### config.mk
export PLATFORM = sky130hd
export DESIGN_NAME = regfile_2r1w_flat
export DESIGN_NICKNAME = d
export VERILOG_FILES = /design/src/rtl/regfile_2r1w_if.sv /design/src/rtl/regfile_2r1w.sv /design/src/flat_wrapper.sv
export SDC_FILE = /design/constraint.sdc
export NUM_CORES = 2
export LEC_CHECK = 0
export ABC_AREA = 0
export CAP_MARGIN = 20
export CORE_UTILIZATION = 50
export DETAILED_ROUTE_END_ITERATION = 8
export PLACE_DENSITY = 0.68
export SYNTH_ARGS = -nofsm -noshare
export SYNTH_HDL_FRONTEND = slang
export SYNTH_SLANG_ARGS = --single-unit
### constraint.sdc
create_clock -name clk -period 49.2 [get_ports clk]
set_input_delay 4.92 -clock clk [delete_from_list [all_inputs] [get_ports clk]]
set_output_delay 4.92 -clock clk [all_outputs]
set_load 0.01 [all_outputs]
### src/rtl/regfile_2r1w_if.sv
// Write/read bus of the 2R1W register file: one write port, two read ports.
// The master drives addresses and write data; the register file returns read data.
interface regfile_2r1w_if #(
  parameter int N      = 32,
  parameter int ADDR_W = 5
);
  logic              we;
  logic [ADDR_W-1:0] waddr;
  logic [N-1:0]      wdata;
  logic [ADDR_W-1:0] raddr_a;
  logic [ADDR_W-1:0] raddr_b;
  logic [N-1:0]      rdata_a;
  logic [N-1:0]      rdata_b;

  modport master (
    output we, waddr, wdata, raddr_a, raddr_b,
    input  rdata_a, rdata_b
  );

  modport slave (
    input  we, waddr, wdata, raddr_a, raddr_b,
    output rdata_a, rdata_b
  );
endinterface

### src/rtl/regfile_2r1w.sv
// 2**ADDR_W x N register file with one synchronous write port and two registered
// read ports; a read of the word being written on the same edge returns the new data.
module regfile_2r1w #(
  parameter int N        = 32,
  parameter int ADDR_W   = 5,
  parameter int ZERO_REG = 1
) (
  input  logic            clk,
  input  logic            rst,
  regfile_2r1w_if.slave   bus
);
  localparam int DEPTH = 1 << ADDR_W;

  logic [DEPTH-1:0][N-1:0] r_mem;
  logic [N-1:0]            r_rdata_a;
  logic [N-1:0]            r_rdata_b;

  logic                    w_wr_en;
  logic [N-1:0]            w_rd_a;
  logic [N-1:0]            w_rd_b;

  // A suppressed write to word 0 must neither update storage nor forward.
  assign w_wr_en = bus.we && !((ZERO_REG != 0) && (bus.waddr == '0));

  assign w_rd_a = (w_wr_en && (bus.waddr == bus.raddr_a)) ? bus.wdata : r_mem[bus.raddr_a];
  assign w_rd_b = (w_wr_en && (bus.waddr == bus.raddr_b)) ? bus.wdata : r_mem[bus.raddr_b];

  always_ff @(posedge clk or posedge rst) begin
    if (rst) begin
      r_mem <= '0;
    end else if (w_wr_en) begin
      r_mem[bus.waddr] <= bus.wdata;
    end
  end

  always_ff @(posedge clk or posedge rst) begin
    if (rst) begin
      r_rdata_a <= '0;
      r_rdata_b <= '0;
    end else begin
      r_rdata_a <= w_rd_a;
      r_rdata_b <= w_rd_b;
    end
  end

  assign bus.rdata_a = r_rdata_a;
  assign bus.rdata_b = r_rdata_b;
endmodule

### src/flat_wrapper.sv
// flat-port wrapper written by rule: the top's interface ports become plain ports
module regfile_2r1w_flat 
#(
  parameter int N        = 32,
  parameter int ADDR_W   = 5,
  parameter int ZERO_REG = 1
)
  (clk, rst, bus_we, bus_waddr, bus_wdata, bus_raddr_a, bus_raddr_b, bus_rdata_a, bus_rdata_b);
  regfile_2r1w_if #(.N(N), .ADDR_W(ADDR_W)) bus_i ();
  input  logic clk;
  input  logic rst;
  input wire logic [$bits(bus_i.we)-1:0] bus_we;
  input wire logic [$bits(bus_i.waddr)-1:0] bus_waddr;
  input wire logic [$bits(bus_i.wdata)-1:0] bus_wdata;
  input wire logic [$bits(bus_i.raddr_a)-1:0] bus_raddr_a;
  input wire logic [$bits(bus_i.raddr_b)-1:0] bus_raddr_b;
  output wire logic [$bits(bus_i.rdata_a)-1:0] bus_rdata_a;
  output wire logic [$bits(bus_i.rdata_b)-1:0] bus_rdata_b;
  assign bus_i.we = bus_we;
  assign bus_i.waddr = bus_waddr;
  assign bus_i.wdata = bus_wdata;
  assign bus_i.raddr_a = bus_raddr_a;
  assign bus_i.raddr_b = bus_raddr_b;
  assign bus_rdata_a = bus_i.rdata_a;
  assign bus_rdata_b = bus_i.rdata_b;
  regfile_2r1w #(.N(N), .ADDR_W(ADDR_W), .ZERO_REG(ZERO_REG)) u_core (.clk(clk), .rst(rst), .bus(bus_i));
endmodule
==> key figures <==
Status
  – Outcome: finished clean

Yosys
  – Most area-hungry cell type in the Yosys netlist: dfrtp_1
  – Yosys reg bits: 1088
  – Post-synthesis simple-gate area fraction: about 2.1%
  – Register area share after synthesis: 49.6%
  – Mux cell area share after synthesis: about two fifths
  – Syn nets: 3604
  – Synth top area share: between 40% and 50%
  – Compound-gate portion of the synthesized area: 3.61%
  – Largest cells by area after synthesis: dfrtp_1 (50%), mux4_2 (21%), mux2_2 (20%)
  – Largest family of logic cells by synthesized area: multiplexers
  – Synthesis Warnings: 0
  – Ys async rst share: 100%
  – Adder-Cell Fraction of Synth Area: 0%
  – Post-Syn Instances: ~3600
  – Mean area per synthesized cell: 15.4 um^2
  – Synth unique cells: 36
  – Post-synthesis xor/xnor area fraction: 0.160%
  – Mapped Area: 54900 um^2
  – EDFF count, synth: 0
  – Main flop type after synthesis: dfrtp_1

Clocking
  – Hold-fix buffers, CTS: 0
  – CTS tree: yes
  – Clk sinks: 1088
  – Post-CTS Repair Setup Buffers: 0
  – Bufs on Longest Clock Path: 3
  – CTS Buf Count: around 120
  – Post-CTS Resized: 0
  – Clk_lat worst skew: 0.72 ns
  – Register clock-pin slew on the reported worst setup and hold paths: 0.06 ns
  – Max H-tree Level: 3
  – Root buf cell: clkbuf_16

Floorplanning
  – Initial Util: 50.4%
  – Die W: 333 um
  – Row count: 121
  – Core ar.: ~110000 um^2
  – Die ar.: ~110000 um^2
  – # IOs: 114
  – DIE HEIGHT: between 300 and 400 um

Drt
  – Iteration-0 DRC Markers: around 3500
  – WL final: 162 mm
  – Post-route DRC violation count: 0
  – Initial DRT Pass Iterations: 7
  – Vias per Instance: 6.85
  – Vias after detailed routing: 34100
  – WL/cell: around 32 um
  – Antenna viol nets, final: 0

Timing
  – Final Hold Fails: 0
  – Final worst slack: between 40 and 50 ns
  – Max Slew Vio Count: 0
  – Tcrit/Tclk final: 17.0%
  – Setup-failing EPs final: 0
  – Final TNS setup: 0 ns
  – Fmax: 120 MHz
  – RSZ-0062 raised after global routing: no
  – Worst slew margin: 25.1%
  – Setup Skew: 0.0236 ns
  – Min cycle time layout: ~8.4 ns
  – Worst Tran Pin Value: 1.12 ns

Worst hold path
  – Worst min-delay path class: reg -> reg

Placed design
  – Placer Congestion: 0.784
  – Port Buffers: between 100 and 150
  – Detail Placement HPWL: 80.9 mm
  – Pre-CTS WS: 39.94 ns

Global routing
  – Global route overflow: 0
  – GR Util met3: 5.51%
  – Met2 GRT Util: between 40 and 50%
  – M1 GR Usage: a little over two fifths
  – Number of global-route vias before repair: approximately 35000
  – GRT Total Usage: slightly below 30%
  – Largest net degree at the start of global routing: 161
  – Global routing's busiest layer: met2
  – Initial antenna violation count: 2
  – Global-route wire length before repair: 238 mm

Setup path
  – WP buf/inv: 4
  – Critical path's largest stage delay: between 0.8 and 0.9 ns
  – Crit path DAT: about 9 ns
  – Critical path required time: 49.82 ns
  – Largest delay share family, worst path: buffers and inverters
  – Most frequent CP cell: buf_4
  – Critical path, cell by cell: buf_8 -> buf_4 -> buf_4 -> buf_4 -> mux4_2 -> o22ai_1 -> or4_1 -> o21ai_0
  – Startpoint Class: primary input
  – CP Capture Type: flop
  – CP max FO: 50
  – CP max stage cell: buf_4
  – WS Path Type: in -> reg

Pwr
  – Leak: 26.2 nW
  – Worst vdd ir: ~0.029 mV
  – Pwr Total: 2.54 mW
  – PwrDens: slightly above 40 nW/um^2

Final layout
  – Layout cells sized above 1: 50.9%
  – Area grow syn2layout: 11.4%
  – Layout Nets: approximately 3500
  – Most common cell after layout, fill and taps aside: dfrtp_1
  – Commonest cells after routing, fill and taps aside: dfrtp_1 (1088), mux2_2 (977), mux4_2 (510)

Flow run
  – Max cap viols: 0
[cells in the mapped netlist, types with 10 or more instances]
library cell  instances
o21ai_0              72
mux4_2              510
dfrtp_1            1088
o22ai_1             252
nand2_1              90
or4_1                63
clkbuf_1            216
buf_4                35
nor2_1               20
buf_2                87
mux2_1               10
mux2_2              977
buf_1                75
[area by class of cell]
cell class,count,area [um^2]
diodes,4,10.0
clock buffers,177,3460
clock inverters,40,430
fillers,8555,47700
inverters,3,18.8
multi-input cells,2050,26100
flip-flops and latches,1088,27200
well taps,1414,1770
repair buffers,200,2150
[where the power goes]
group / total (mW) / internal [mW] / switching (mW) / leakage, nW
clock: 0.889 / 0.516 / 0.373 / 1.93
sequential: 1.18 / 1.06 / 0.118 / 13.9
combinational: 0.466 / 0.297 / 0.169 / 10.3
[per-stage QoR]
stage | instances | area, um^2 | util [%] | hold WS (ns)
2_1_floorplan | 3554 | 54900 | - | 0.441
3_3_place_gp | 4735 | 56800 | 52.2 | 0.376
3_5_place_dp | 4738 | 56900 | 52.2 | 0.382
4_1_cts | 4955 | 60800 | 55.8 | 0.396
5_1_grt | 4973 | 61200 | 56.2 | 0.407
6_report | 4976 | 61200 | 56.2 | 0.397
[state kept, by name, indices dropped and copies added (netlist names)]
name	flops
u_core.r_mem	1024
u_core.bus.rdata_a	32
u_core.bus.rdata_b	32
[cells by family after synthesis]
group | Yosys count
AOI/OAI and AO/OA | 329
xor gates and xnor gates | 10
buffers and inverters | 416
DFF | 1088
muxes | 1500
and+or+nand+nor | 211
[routing by layer]
layer / share of wire, % / vias up
met4: 3.4 / 0
met2: 47 / 1426
met3: 8.1 / 321
li1: - / 13700
met1: 42 / 18700
met5: 0 / -
[path summary, 6_finish.rpt]
kind | cells past startpoint | to | slack [ns] | startpoint
worst max-delay path | 8 | u_core.bus.rdata_b[25] | 40.84 | bus_raddr_b[0]
min in group asynchronous | 2 | u_core.r_mem[164] | 4.81 | rst
worst min register to register | 0 | u_core.r_mem[22] | 0.40 | u_core.r_mem[22]
worst min-delay path | 0 | u_core.r_mem[22] | 0.40 | u_core.r_mem[22]
max in group asynchronous | 5 | u_core.r_mem[655] | 41.30 | rst
worst max register to register | 4 | u_core.bus.rdata_a[21] | 47.21 | u_core.r_mem[501]
Note: power is estimated with default switching activity, not from simulation.
